===== config.mk =====
export PLATFORM = sky130hd
export DESIGN_NAME = quotient_writeback_flat
export DESIGN_NICKNAME = d
export VERILOG_FILES = /design/src/rtl/div_pkg.sv /design/src/rtl/quotient_writeback_if.sv /design/src/rtl/sign_restore.sv /design/src/rtl/quotient_writeback.sv /design/src/flat_wrapper.sv
export SDC_FILE = /design/constraint.sdc
export NUM_CORES = 1
export LEC_CHECK = 0
export ABC_AREA = 1
export CORE_MARGIN = 2
export CORE_UTILIZATION = 58
export CTS_BUF_LIST = sky130_fd_sc_hd__clkbuf_4 sky130_fd_sc_hd__clkbuf_8
export DETAILED_ROUTE_END_ITERATION = 8
export PLACE_DENSITY_LB_ADDON = 0.1
export RECOVER_POWER = 25
export SLEW_MARGIN = 20
export SYNTH_ARGS = -nofsm -noshare
export SYNTH_HDL_FRONTEND = slang
export SYNTH_SLANG_ARGS = --single-unit

===== constraint.sdc =====
create_clock -name clk -period 5.7 [get_ports clk]
set_input_delay 1.14 -clock clk [delete_from_list [all_inputs] [get_ports clk]]
set_output_delay 1.14 -clock clk [all_outputs]
set_load 0.01 [all_outputs]

===== src/rtl/div_pkg.sv =====
// Shared divider package.
//   DIV_WIDTH   : default datapath / Dbus width
//   wb_state_t  : writeback FSM states
//   apply_sign  : magnitude + sign -> two's complement, shared with the
//                 dividend/divisor load units (which strip signs the same way)
package div_pkg;

  localparam int DIV_WIDTH = 16;

  typedef enum logic [2:0] {
    IDLE    = 3'd0,
    CORRECT = 3'd1,
    REQ_Q   = 3'd2,
    DRV_Q   = 3'd3,
    REQ_R   = 3'd4,
    DRV_R   = 3'd5,
    DONE    = 3'd6
  } wb_state_t;

  // Negation is its own inverse mod 2^W, so the same helper serves both
  // the strip (load side) and restore (writeback side) directions.
  function automatic logic [DIV_WIDTH-1:0] apply_sign(input logic [DIV_WIDTH-1:0] mag,
                                                      input logic                 sign);
    return sign ? (~mag + {{(DIV_WIDTH-1){1'b0}}, 1'b1}) : mag;
  endfunction

endpackage


===== src/rtl/quotient_writeback_if.sv =====
// Dbus handshake between the quotient writeback block and the bus arbiter.
//   bus_req   : request to arbiter
//   bus_grant : arbiter grant
//   bus_oe    : Dbus_out valid / drive enable
//   Dbus_out  : data driven to Dbus
interface quotient_writeback_if #(
  parameter int WIDTH = 16
) ();
  logic             bus_req;
  logic             bus_grant;
  logic             bus_oe;
  logic [WIDTH-1:0] Dbus_out;

  modport master (output bus_req, output bus_oe, output Dbus_out, input bus_grant);
  modport slave  (input bus_req, input bus_oe, input Dbus_out, output bus_grant);
endinterface


===== src/rtl/sign_restore.sv =====
// Combinational magnitude + sign -> two's-complement result.
//   mag  : unsigned magnitude
//   sign : 1 = result is negative
//   val  : two's-complement value (mod 2^WIDTH; -0 stays 0)
//   ovf  : value not representable as a signed WIDTH-bit number
module sign_restore #(
  parameter int WIDTH = 16
) (
  input  logic [WIDTH-1:0] mag,
  input  logic             sign,
  output logic [WIDTH-1:0] val,
  output logic             ovf
);
  localparam logic [WIDTH-1:0] ONE     = {{(WIDTH-1){1'b0}}, 1'b1};
  localparam logic [WIDTH-1:0] MIN_MAG = {1'b1, {(WIDTH-1){1'b0}}};

  assign val = sign ? (~mag + ONE) : mag;
  // Positive range tops out at 2^(W-1)-1; negative range reaches 2^(W-1).
  assign ovf = sign ? (mag > MIN_MAG) : mag[WIDTH-1];
endmodule


===== src/rtl/quotient_writeback.sv =====
// Output end of the signed divider: restores signs on quotient/remainder
// magnitudes, flags overflow / divide-by-zero, then writes quotient and
// remainder onto the shared Dbus through the arbiter handshake.
//   clk, rst          : clock, async active-high reset
//   start             : 1-cycle pulse, magnitudes valid (ignored while busy)
//   q_mag, r_mag      : unsigned quotient / remainder magnitudes
//   dividend_sign     : sign of original dividend
//   divisor_sign      : sign of original divisor
//   div_by_zero       : divisor was zero (sampled with start)
//   bus               : Dbus handshake (master side)
//   busy              : high in every state except IDLE
//   done              : 1-cycle completion pulse
//   overflow, error   : sticky until next accepted start
module quotient_writeback
  import div_pkg::*;
#(
  parameter int WIDTH = DIV_WIDTH
) (
  input  logic                 clk,
  input  logic                 rst,
  input  logic                 start,
  input  logic [WIDTH-1:0]     q_mag,
  input  logic [WIDTH-1:0]     r_mag,
  input  logic                 dividend_sign,
  input  logic                 divisor_sign,
  input  logic                 div_by_zero,
  quotient_writeback_if.master bus,
  output logic                 busy,
  output logic                 done,
  output logic                 overflow,
  output logic                 error
);
  wb_state_t        state_q, state_d;
  logic [WIDTH-1:0] q_mag_q, q_mag_d, r_mag_q, r_mag_d;
  logic             dsign_q, dsign_d, vsign_q, vsign_d, dbz_q, dbz_d;
  logic             bus_req_q, bus_req_d, bus_oe_q, bus_oe_d;
  logic [WIDTH-1:0] dbus_q, dbus_d;
  logic             busy_q, busy_d, done_q, done_d;
  logic             ovf_q, ovf_d, err_q, err_d;

  logic [WIDTH-1:0] q_val, r_val;
  logic             q_ovf, r_ovf_unused;

  sign_restore #(.WIDTH(WIDTH)) u_q_restore (
    .mag (q_mag_q),
    .sign(dsign_q ^ vsign_q),
    .val (q_val),
    .ovf (q_ovf)
  );

  // Remainder takes the dividend's sign and can never overflow.
  sign_restore #(.WIDTH(WIDTH)) u_r_restore (
    .mag (r_mag_q),
    .sign(dsign_q),
    .val (r_val),
    .ovf (r_ovf_unused)
  );

  always_comb begin
    state_d   = state_q;
    q_mag_d   = q_mag_q;
    r_mag_d   = r_mag_q;
    dsign_d   = dsign_q;
    vsign_d   = vsign_q;
    dbz_d     = dbz_q;
    bus_req_d = 1'b0;
    bus_oe_d  = 1'b0;
    dbus_d    = '0;
    done_d    = 1'b0;
    ovf_d     = ovf_q;
    err_d     = err_q;
    unique case (state_q)
      IDLE: if (start) begin
        q_mag_d = q_mag;
        r_mag_d = r_mag;
        dsign_d = dividend_sign;
        vsign_d = divisor_sign;
        dbz_d   = div_by_zero;
        ovf_d   = 1'b0;
        err_d   = 1'b0;
        state_d = CORRECT;
      end
      CORRECT: if (dbz_q) begin
        err_d   = 1'b1;
        done_d  = 1'b1;
        state_d = DONE;
      end else begin
        ovf_d     = q_ovf;
        bus_req_d = 1'b1;
        state_d   = REQ_Q;
      end
      REQ_Q: if (bus.bus_grant) begin
        bus_oe_d = 1'b1;
        dbus_d   = q_val;   // wrapped value still goes out on overflow
        state_d  = DRV_Q;
      end else begin
        bus_req_d = 1'b1;
      end
      DRV_Q: begin
        bus_req_d = 1'b1;
        state_d   = REQ_R;
      end
      REQ_R: if (bus.bus_grant) begin
        bus_oe_d = 1'b1;
        dbus_d   = r_val;
        state_d  = DRV_R;
      end else begin
        bus_req_d = 1'b1;
      end
      DRV_R: begin
        done_d  = 1'b1;
        state_d = DONE;
      end
      DONE:    state_d = IDLE;
      default: state_d = IDLE;
    endcase
    busy_d = (state_d != IDLE);
  end

  always_ff @(posedge clk or posedge rst) begin
    if (rst) begin
      state_q   <= IDLE;
      q_mag_q   <= '0;
      r_mag_q   <= '0;
      dsign_q   <= 1'b0;
      vsign_q   <= 1'b0;
      dbz_q     <= 1'b0;
      bus_req_q <= 1'b0;
      bus_oe_q  <= 1'b0;
      dbus_q    <= '0;
      busy_q    <= 1'b0;
      done_q    <= 1'b0;
      ovf_q     <= 1'b0;
      err_q     <= 1'b0;
    end else begin
      state_q   <= state_d;
      q_mag_q   <= q_mag_d;
      r_mag_q   <= r_mag_d;
      dsign_q   <= dsign_d;
      vsign_q   <= vsign_d;
      dbz_q     <= dbz_d;
      bus_req_q <= bus_req_d;
      bus_oe_q  <= bus_oe_d;
      dbus_q    <= dbus_d;
      busy_q    <= busy_d;
      done_q    <= done_d;
      ovf_q     <= ovf_d;
      err_q     <= err_d;
    end
  end

  assign bus.bus_req  = bus_req_q;
  assign bus.bus_oe   = bus_oe_q;
  assign bus.Dbus_out = dbus_q;
  assign busy         = busy_q;
  assign done         = done_q;
  assign overflow     = ovf_q;
  assign error        = err_q;
endmodule

===== src/flat_wrapper.sv =====
// flat-port wrapper written by rule: the top's interface ports become plain ports
module quotient_writeback_flat import div_pkg::*;
#(
  parameter int WIDTH = DIV_WIDTH
)
  (clk, rst, start, q_mag, r_mag, dividend_sign, divisor_sign, div_by_zero, busy, done, overflow, error, bus_bus_req, bus_bus_oe, bus_Dbus_out, bus_bus_grant);
  quotient_writeback_if #(.WIDTH(WIDTH)) bus_i ();
  input  logic clk;
  input  logic rst;
  input  logic start;
  input  logic [WIDTH-1:0] q_mag;
  input  logic [WIDTH-1:0] r_mag;
  input  logic dividend_sign;
  input  logic divisor_sign;
  input  logic div_by_zero;
  output logic busy;
  output logic done;
  output logic overflow;
  output logic error;
  output wire logic [$bits(bus_i.bus_req)-1:0] bus_bus_req;
  output wire logic [$bits(bus_i.bus_oe)-1:0] bus_bus_oe;
  output wire logic [$bits(bus_i.Dbus_out)-1:0] bus_Dbus_out;
  input wire logic [$bits(bus_i.bus_grant)-1:0] bus_bus_grant;
  assign bus_bus_req = bus_i.bus_req;
  assign bus_bus_oe = bus_i.bus_oe;
  assign bus_Dbus_out = bus_i.Dbus_out;
  assign bus_i.bus_grant = bus_bus_grant;
  quotient_writeback #(.WIDTH(WIDTH)) u_core (.clk(clk), .rst(rst), .start(start), .q_mag(q_mag), .r_mag(r_mag), .dividend_sign(dividend_sign), .divisor_sign(divisor_sign), .div_by_zero(div_by_zero), .bus(bus_i), .busy(busy), .done(done), .overflow(overflow), .error(error));
endmodule

## Yosys cells after proc, flatten, opt, wreduce, memory -nomap -nowiden

Index checks and enable logic that the tools add are counted.

- Flip-flop bits (word level): 60
- Input bits: 39
- Output and inout port bits: 22
- Logic and storage cells: 57

- $add $sub $neg: 2
- Order comparisons: 1
- Equal/unequal tests: 8
- Multiplexer cells: 23
- Bitwise operators: 3
- Reductions and logical operators: 7

Operators by type and width:

| cell | number |
|---|---|
| $mux W16 | 4 |
| $add A16 B1 Y16 const B | 2 |
| $not A16 Y16 | 2 |
| $pmux W16 S2 | 1 |
| $pmux W3 S6 | 1 |
| $gt A16 B16 Y1 const B | 1 |
| $mux W3 | 4 |
| $mux W1 | 9 |
| $eq A3 B2 Y1 const B | 2 |
| $eq A3 B3 Y1 const B | 2 |
| $pmux W1 S2 | 3 |
| $reduce_and A3 Y1 | 2 |
| $ne A2 B2 Y1 const B | 2 |
| $eq A3 B1 Y1 const B | 1 |
| $logic_not A3 Y1 | 1 |
| $pmux W1 S3 | 1 |
| $reduce_bool A3 Y1 | 1 |
| $ne A2 B1 Y1 const B | 1 |
| $reduce_and A2 Y1 | 1 |
| $reduce_bool A2 Y1 | 1 |
| $reduce_or A2 Y1 | 1 |
| $xor A1 B1 Y1 | 1 |

## Logic depth before layout (Yosys ltp)

Gate-level depths: netlist of run 1.

- Depth in word-level cells: 5
- Depth in mapped cells: 10
- Gate-level depth less buffers: 9

## By module

A second synthesis of run 1 with hierarchy kept.

- Cell total of the unflattened synthesis: 474
- Area total of the unflattened synthesis: 3444.6 sq um

By module, submodules not included:

| module | times used | cells each | area an instance (sq um) | sequential area each (sq um) |
|---|---|---|---|---|
| quotient_writeback | 1 | 268 | 2426.1 | 1501.4 |
| sign_restore | 2 | 103 | 509.2 | 0.0 |

## Least setup slack after synthesis of run 1

Ideal clock, no wire load.

- Kind: input port to flip-flop
- Start: input start
- End: register u_core.q_mag_q[10]
- Library setup time: 121 ps
- Data arrival time: 1686 ps
- Required time: 5579 ps
- Path slack: 3892 ps
- Stages: 5
- Buffers on the path: 2
- Cells stage by stage: nand4_2 > buf_6 > buf_4 > nor2_1 > a21oi_2

- Cells in the longest elaborated chain, start to end: 1

Ends and longest elaborated chain:

| what | line | source |
|---|---|---|
| start, declared | flat_wrapper.sv:10 | `input logic start;` |
| $reduce_and A2 Y1 (no line) | - |  |
| end signal, assigned | quotient_writeback.sv:137 | `q_mag_q <= q_mag_d;` |
| end, declared | quotient_writeback.sv:34 | `logic [WIDTH-1:0] q_mag_q, q_mag_d, r_mag_q, r_mag_d;` |

Every way passes these cells.
A chain may end at the register's enable or synchronous reset.

## Worst setup path in the final report of run 1

- Start: input start
- End: register u_core.r_mag_q[7]

- Cells in the longest elaborated chain, start to end: 1

Ends and longest elaborated chain:

| what | line | source |
|---|---|---|
| $reduce_and A2 Y1 (no line) | - |  |
| end signal, assigned | quotient_writeback.sv:138 | `r_mag_q <= r_mag_d;` |
| end, declared | quotient_writeback.sv:34 |  |

Every way passes these cells.

==> results of run 1 <==
==> logic make-up after synthesis <==
group                      after synthesis  share of synthesized area [%]
AOI/OAI and AO/OA                       60                           11.4
DFF                                     60                           46.6
and+or+nand+nor                        219                           29.8
muxes                                    7                           2.45
xor gates and xnor gates                 1                          0.272
buffers and inverters                   57                           8.63
adders and majority gates                2                          0.777
==> state kept, by name, summed over array words and instances (netlist names) <==
| name | flops |
|---|---|
| u_core.bus.Dbus_out | 16 |
| u_core.bus.bus_oe | 1 |
| u_core.bus.bus_req | 1 |
| u_core.busy | 1 |
| u_core.dbz_q | 1 |
| u_core.done | 1 |
| u_core.dsign_q | 1 |
| u_core.error | 1 |
| u_core.overflow | 1 |
| u_core.q_mag_q | 16 |
| u_core.r_mag_q | 16 |
| u_core.state_q | 3 |
| u_core.vsign_q | 1 |
==> metrics by stage <==
| stage | utilization (%) | hold WS, ns | setup slack (ns) |
|---|---|---|---|
| after floorplan | - | 0.499 | 3.08 |
| after CTS | 73.8 | 0.529 | 2.83 |
| after global placement | 70.2 | 0.481 | 2.53 |
| final | 73.8 | 0.524 | 2.77 |
| after detailed placement | 70.2 | 0.516 | 2.49 |
| after global routing | 73.8 | 0.576 | 2.63 |
==> cells in the mapped netlist (all sizes together) <==
cell and count:
nand4 4, o22ai 3, nand2 92, o211ai 3, inv 43, a21oi 32, xnor2 1, or2 2
ha 2, clkinv 1, mux2 7, o21ai 22, nor2 68, buf 13, dfrtp 60, nand3b 4
nand3 46, nor3 3
==> report_power, final <==
| group | total [uW] | switching, uW | leakage, uW | internal, uW |
|---|---|---|---|---|
| Combinational | 931 | 548 | 0.00113 | 384 |
| Sequential | 774 | 164 | 0.000716 | 610 |
| Clock | 382 | 157 | 0.000104 | 226 |
==> per-layer routing <==
metal  up-vias  share of wire, %  wire length, microns
met5         -                 0                     0
met3        18               4.3                   310
met1      1331                45                  3250
met2        96                48                  3480
met4         0               2.7                   197
li1       1433                 -                     -
==> worst max-delay path: stages <==
cell           delay, ns
dlygate4sd3_1       0.61
nand4_4             0.78
mux2_2              0.59
==> how the worst max path moves through the flow <==
| stage | slack (ns) | cells after the start | startpoint | end |
|---|---|---|---|---|
| floorplan | 3.08 | 1 | rst | u_core.bus.Dbus_out[0] |
| global placement | 2.53 | 3 | start | u_core.r_mag_q[2] |
| detailed placement | 2.49 | 3 | start | u_core.r_mag_q[7] |
| CTS | 2.83 | 3 | start | u_core.r_mag_q[7] |
| global route | 2.63 | 3 | start | u_core.r_mag_q[7] |
| finish | 2.77 | 3 | start | u_core.r_mag_q[7] |
==> final cells by class <==
| cell class | count | area share, % |
|---|---|---|
| Clock inverter | 2 | 0.873 |
| Multi-Input combinational cell | 289 | 36.1 |
| Timing Repair Buffer | 61 | 15.2 |
| Inverter | 44 | 4.18 |
| Sequential cell | 60 | 37.4 |
| Tap cell | 72 | 2.25 |
| Clock buffer | 13 | 3.99 |
==> summary.md, run 1 <==
| Metric | Value |
|---|---|
| Required @ worst endpoint | 5.90 ns |
| CTS tree | done |
| Area of the multi-input gates | between 1000 and 1500 sq um |
| Final Hold Viols | 0 |
| Gr usage total | 25.0% |
| Max Root-Sink Buffers | 2 |
| Final setup fails | 0 |
| TNS Setup | 0 ns |
| DRC violations left | 0 |
| # clock sinks | 60 |
| Via count | 2878 |
| Mapped Avg Cell Area | approximately 7.9 sq um |
| I/O Pins | 61 |
| Fill count | about 450 |
| CTS Hold Bufs | 0 |
| R2R Path End | u_core.r_mag_q[7] |
| GRT Max-Usage Layer | met2 |
| Seq/Total Area, Yosys | a little under half |
| Crit Path Max Fanout | 65 |
| Flops & latches, synth | 60 |
| Critical path class | in -> reg |
| Top cell type's share of synthesized area | 46.6% |
| Die area | between 6000 and 7000 sq um |
| Root Driver | clkbuf_8 |
| Cell Area, Placed | about 3800 sq um |
| Worst hold stages | 2 |
| Antenna violations before repair | 0 |
| Crit path capture type | flip-flop |
| Starting Density | between 50% and 60% |
| Fmax | 342 MHz |
| Placed cells | 526 |
| Fraction of layout cells with a size suffix above 1 | between 10% and 20% |
| Ys Warns | 0 |
| Worst-Margin Slew | ~0.99 ns |
| Post-synth top area cell | dfrtp_1 |
| Mapped Nets | ~450 |
| Die Ht | 78.5 microns |
| Slew Viols, Final | 0 |
| Die Wd | 78.5 microns |
| R2R setup slack | between 3 and 4 ns |
| Seq. cell area | approximately 1500 sq um |
| Library cells used by synthesis | 33 |
| Worst R2R Start | u_core.state_q[0] |
| Post-Layout Cell Count | 541 |
| Post-layout min period | between 2 and 3 ns |
| IO Port Bufs | 60 |
| R2R depth | 3 |
| HP Class | reg -> reg |
| Tcrit/Tclk final | between 50% and 60% |
| Crit path DAT | 3.13 ns |
| Clk_skew | about 0.0045 ns |
| Clk_lat worst skew | roughly 0.33 ns |
| Dpl hpwl | slightly above 5000 microns |
| Initial DRC Count | 225 |
| Min-delay src | u_core.error |
| PwrDens | roughly 520 nW/um^2 |
| Worst VDD drop | roughly 0.00031 V |
| Run status | finished, final reports clean |
| Cell row count | 27 |
| Global route overflow | 0 |
| Commonest non-fill, non-tap cell in the layout | nand2_1 |
| WL final | ~7200 microns |
| Largest net degree at the start of global routing | 66 |
| Most frequent cells in the layout | nand2_1, nor2_1, dfrtp_1 |
| Design area | 4010 sq um |
| Worst-path clk slew | 0.06 ns |
| Post-route ant nets | 0 |
| Vias/cell | 5.32 |
| Slew headroom | between 30% and 40% |
| Met1 Resource Use GR | 32.8% |
| Global-route wire length before repair | approximately 12000 microns |
| Mapped Area | about 3200 sq um |
| Synthesis-to-finish area growth | 24.6% |
| H-Tree Depth | 3 |
| Total CTS buffers | 9 |
| Diode count | 0 |
| GR Util met3 | under 10% |
| Post-Synthesis Cells | 406 |
| Total Power | 2090 uW |
| WHS Endpoint | u_core.error |
| Post-cts resize count | 0 |
| Synth area leaders | dfrtp_1, nand2_1, nor2_1 |
| Fin nets | 506 |
| # Max-Cap Violations | 0 |
| Pre-antenna DRT Iters | 5 |
| Startpoint types | input pin |
| # Post-CTS Setup Buffers | 0 |
| GP Congestion | between 0.8 and 0.9 |
| Avg WL per Cell | between 10 and 15 microns |
| GR Util met2 | about two fifths |
| Vias in the first global route | 2696 |
| RSZ-0062 raised after global routing | false |
| Placeable core area | around 5400 sq um |
| Leak | 0.00194 uW |
No activity file was read; power rests on OpenSTA's default activity.
==> inputs of run 2 (changes only) <==
Settings changed: CORE_UTILIZATION 58 to 54.
Clock period 5.7 ns to 2.7 ns, I/O delays scaled along.
==> summary.md, run 2 (synthesized netlist as in run 1, its figures left out) <==
| Metric | Value |
|---|---|
| Vias/cell | 5.24 (-1.6%) |
| Placeable core area | 5850 sq um (+7.6%) |
| Top delay family on crit path | buffers and inverters |
| Commonest non-fill, non-tap cell in the layout | nand2_1 |
| Leak | 0.00199 uW (+2.1%) |
| TNS Setup | 0 ns (unchanged) |
| R2R setup slack | 1.00 ns (-2.63 ns) |
| Fill count | 474 (+5.8%) |
| Antenna violations before repair | 0 (unchanged) |
| R2R Path End | u_core.bus.Dbus_out[7] |
| Dpl hpwl | 5490 microns (+6.0%) |
| Worst-Margin Slew | 1.03 ns (+0.0438 ns) |
| Pre-antenna DRT Iters | 4 (-1) |
| HP Class | reg -> reg |
| Crit path DAT | 1.25 ns (-1.88 ns) |
| Die Wd | 81.2 microns (+3.5%) |
| I/O Pins | 61 (unchanged) |
| Slew headroom | 31.2% (-2.9 points) |
| Die area | 6600 sq um (+7.0%) |
| Fraction of layout cells with a size suffix above 1 | 11.8% (+0.75 points) |
| Starting Density | 55.0% (-4.2 points) |
| Cell row count | 28 (+3.7%) |
| # Max-Cap Violations | 0 (unchanged) |
| Worst hold stages | 2 (unchanged) |
| Pre-CTS setup slack | 0.664 ns (-1.83 ns) |
| Worst R2R Start | u_core.dsign_q |
| Critical path cell sequence | clkdlybuf4s50_1 |
| Area of the multi-input gates | 1450 sq um (unchanged) |
| Root Driver | clkbuf_8 |
| # Post-CTS Setup Buffers | 0 (unchanged) |
| Post-cts resize count | 0 (unchanged) |
| # clock sinks | 60 (unchanged) |
| Total CTS buffers | 9 (unchanged) |
| Synthesis-to-finish area growth | 27.0% |
| CTS Hold Bufs | 0 (unchanged) |
| Worst-path clk slew | 0.06 ns (about the same) |
| Buf+Inv Stages, Crit Path | 1 (unchanged) |
| Slowest stage delay, CP | 0.54 ns (-0.24 ns) |
| WL final | 7540 microns (+4.2%) |
| PwrDens | 1110 nW/um^2 (+110%) |
| Tcrit/Tclk final | about two thirds |
| Vias in the first global route | 2722 (+0.96%) |
| Via count | 2869 (-0.31%) |
| Global-route wire length before repair | 12500 microns (+5.0%) |
| Min-delay src | u_core.overflow |
| Final Hold Viols | 0 (unchanged) |
| RSZ-0062 raised after global routing | false |
| Gr usage total | 25.4% (+0.43 points) |
| Fin nets | 509 (+0.59%) |
| Die Ht | 81.2 microns (+3.5%) |
| Final worst slack | 0.914 ns (-1.86 ns) |
| Post-layout min period | around 1.8 ns |
| Worst VDD drop | 0.000631 V (+100%) |
| Final core utilization | 69.9% (-3.9 points) |
| Clk_skew | 0.00956 ns (+0.00509 ns) |
| Startpoint types | flip-flop |
| Global route overflow | 0 (unchanged) |
| Seq. cell area | 1500 sq um (unchanged) |
| Slew Viols, Final | 0 (unchanged) |
| CTS tree | done |
| Post-route ant nets | 0 (unchanged) |
| Initial DRC Count | 165 (-27%) |
| DRC violations left | 0 (unchanged) |
| IO Port Bufs | 60 (unchanged) |
| Fmax | about 560 MHz |
| R2R depth | 6 (+3) |
| Critical path class | reg -> out |
| Clk_lat worst skew | 0.35 ns (+0.02 ns) |
| Diode count | 0 (unchanged) |
| Crit path capture type | output port |
| Max Root-Sink Buffers | 2 (unchanged) |
| Avg WL per Cell | 13.8 microns (+2.8%) |
| Crit Path Max Fanout | 1 (-98%) |
| Most frequent cells in the layout | nand2_1, nor2_1, dfrtp_1 |
| H-Tree Depth | 3 (unchanged) |
| Largest net degree at the start of global routing | 47 (-29%) |
| Slowest cell on crit path | clkdlybuf4s50_1 |
| WHS Endpoint | u_core.overflow |
| Final setup fails | 0 (unchanged) |
| GP Congestion | 0.874 (+0.84%) |
| Run status | finished, final reports clean |
| Required @ worst endpoint | 2.16 ns (-3.74 ns) |
[run 2: cell count changes in the layout (fill, tap and decap cells not counted), sizes merged]
| cell | delta |
|---|---|
| buf | +3 |
| clkbuf | -2 |
| clkdlybuf4s50 | +2 |
| dlygate4sd3 | -2 |
| bufinv | +1 |
| clkinv | +1 |
| inv | +1 |
[run 2: report_power, final]
part / switching (uW) / total (uW) / internal, uW
logic: 1170 / 2010 / 834
clock network: 355 / 906 / 550
registers: 349 / 1640 / 1290
[run 2: how the worst max path moves through the flow]
stage | startpoint | to | slack (ns) | cells past startpoint
finish | u_core.bus.Dbus_out[12] | bus_Dbus_out[12] | 0.91 | 1
global route | u_core.dsign_q | u_core.bus.Dbus_out[7] | 0.84 | 6
CTS | u_core.bus.Dbus_out[12] | bus_Dbus_out[12] | 0.92 | 1
detailed placement | start | u_core.q_mag_q[9] | 0.66 | 5
global placement | start | u_core.q_mag_q[10] | 0.68 | 5
floorplan | rst | u_core.bus.Dbus_out[0] | 0.68 | 1
[run 2: per-layer routing]
metal | global-route usage [%] | vias up | share of wire, %
met1 | 33.6 | 1327 | 44
met5 | 0 | - | 0
met4 | 10.0 | 0 | 1.8
li1 | - | 1432 | -
met3 | 4.78 | 15 | 5.8
met2 | 41.4 | 95 | 48
[run 2: layout make-up]
cell class              instances  share of cell area, %
flip-flops and latches         60                   36.7
multi-input cells             289                   35.4
inverters                      44                   4.10
clock buffers                  11                   3.55
well taps                      75                   2.30
clock inverters                 5                   1.84
repair buffers                 64                   16.0
[run 2: stage by stage]
| stage | cell area [sq um] | total power (uW) | hold slack (ns) | std cells |
|---|---|---|---|---|
| after floorplan | 3220 | 3050 | 0.499 | 406 |
| after global placement | 3870 | 3570 | 0.483 | 532 |
| after detailed placement | 3870 | 3630 | 0.507 | 532 |
| after CTS | 4090 | 4560 | 0.522 | 548 |
| after global routing | 4090 | 4910 | 0.541 | 548 |
| final | 4090 | 4550 | 0.519 | 548 |
==> variant, RTL diff (flow settings as in run 2) <==
Make the reset (`rst`) synchronous in one clocked block. Comments in the files are not updated.
--- a/src/rtl/quotient_writeback.sv
+++ b/src/rtl/quotient_writeback.sv
@@ -117,7 +117,7 @@
     busy_d = (state_d != IDLE);
   end
 
-  always_ff @(posedge clk or posedge rst) begin
+  always_ff @(posedge clk) begin
     if (rst) begin
       state_q   <= IDLE;
       q_mag_q   <= '0;
Check against the original RTL: differs if rst is asserted again (counterexample within 4 cycles, from zero or initial values and one cycle with rst high); with rst held inactive, the same outputs for 10 cycles.
==> variant against run 2 <==
  * Cell area fell by 7.4%
  * Utilization is 0.30 points lower
  * Routed wire length fell by 2.8%
  * Via count increased by 5.3%
  * Die area decreased by 6.7%
  * Setup slack worse by 0.093 ns
  * Critical path depth increased by 5
  * Worst hold slack worse by 0.044 ns
  * Sequential cell count did not move
  * Area after synthesis down 7.1%
  * Register-to-register slack got worse by 0.06 ns
  * Critical path type is now input pin to flip-flop
Power is not compared: it rests on default switching activity, and its combinational part moved more than twofold at a synthesized area within 25%.
==> variant: results <==
run_status:
  status: "finished, final reports clean"
sta:
  tightest_slew_ns: 0.963
  skew_ns: 0.00592
final_layout:
  drive_gt1_frac: 0.0909
  instances_no_fill: 567
  n_antenna_cell: 0
  fin_nets: 531
  fillers: 485
placement:
  post-place-ws_ns: 0.486
  dp_hpwl_mm: 5.28
  dp_cells: 551
  place_congestion: 0.863
  place_area_um2: 3610
logic_synthesis:
  syn_nets: 474
  synth_xor_area_frac: 0
  async_flop_share: 0
  ys_types: 29
  synth-adder-area-share: 0.00836
  synth_commonest_cells: "nand2_1, dfxtp_1, nand3_1"
  dominantRegCellSynth: "dfxtp_1"
  synth.area.top_cells: "dfxtp_1, nand3_1, nand2_1, a21oi_1, o21ai_0"
  synthMuxAreaShare: 0
  synth_compound_area_frac: 0.202
  yosysSeqAreaShare: 0.402
  syn_area_per_cell_um2: 6.91
route:
  wl_met3_um: 443
  viasPerCell: 5.33
  first_pass_iters: 5
  wl_met2_mm: 3.39
  route.top_layer_used: "met4"
  wire_per_inst_um: 12.9
  drt_iter0_drc: 253
  wl_met1_mm: 3.37
global_route:
  grt_pass1_vias: 2563
  grt_max_degree: 71
  grt_usage: 0.247
  grt_pass1_wl_mm: 11.8
setup_path:
  slowest_delay_ns: 0.67
  path_delay_family: "buffers and inverters"
  crit_slowest_cell: "inv_2"
  crit_fanout: 70
cts:
  htree_num_levels: 3
  root_buffer: "clkbuf_8"
power:
  p_leak_nw: 1.57
[variant: changes by cell type after synthesis, moves of 13 or more]
cell | before | now
a21oi_1 | 22 | 56
nor2_1 | 67 | 33
o21ai_0 | 11 | 45
dfxtp_1 | 0 | 60
dfrtp_1 | 60 | 0
nand3_1 | 45 | 58
[variant: logic make-up after synthesis]
group | count (synthesis)
simple gates | 190
compound gates | 114
buf+inv | 67
flops | 60
fa+ha+maj | 2
[variant: tightest hold or removal path, delay by kind of cell, from the launching register on]
kind | cells | cell delay [ns]
AO/OA/AOI/OAI | 2 | 0.12
flip-flops | 1 | 0.31
[variant: area by class of cell]
class | instances | area, um^2 | share of cell area
flip-flops and latches | 60 | 1200 | 0.317
multi-input cells | 306 | 1510 | 0.398
inverters | 50 | 193 | 0.0509
repair buffers | 63 | 619 | 0.164
well taps | 72 | 90.1 | 0.0238
clock buffers | 11 | 145 | 0.0384
clock inverters | 5 | 27.5 | 0.00728
[variant: routing by layer]
metal / vias up / GRT usage
met5: - / 0
met1: 1340 / 0.338
li1: 1550 / -
met3: 13 / 0.0529
met2: 119 / 0.379
met4: 0 / 0.100
[variant: where the power goes]
group	internal, mW	switching (mW)	total, mW
sequential	0.978	0.0773	1.06
combinational	0.275	0.457	0.732
clock	0.361	0.344	0.705
total	1.61	0.879	2.49
[variant: path summary, 6_finish.rpt]
check | cells past startpoint | startpoint | slack, ns | endpoint
hold reg to reg | 2 | u_core.overflow | 0.47 | u_core.overflow
setup / recovery | 6 | start | 0.82 | u_core.r_mag_q[0]
hold / removal | 2 | u_core.overflow | 0.47 | u_core.overflow
setup reg to reg | 6 | u_core.state_q[2] | 0.94 | u_core.r_mag_q[0]
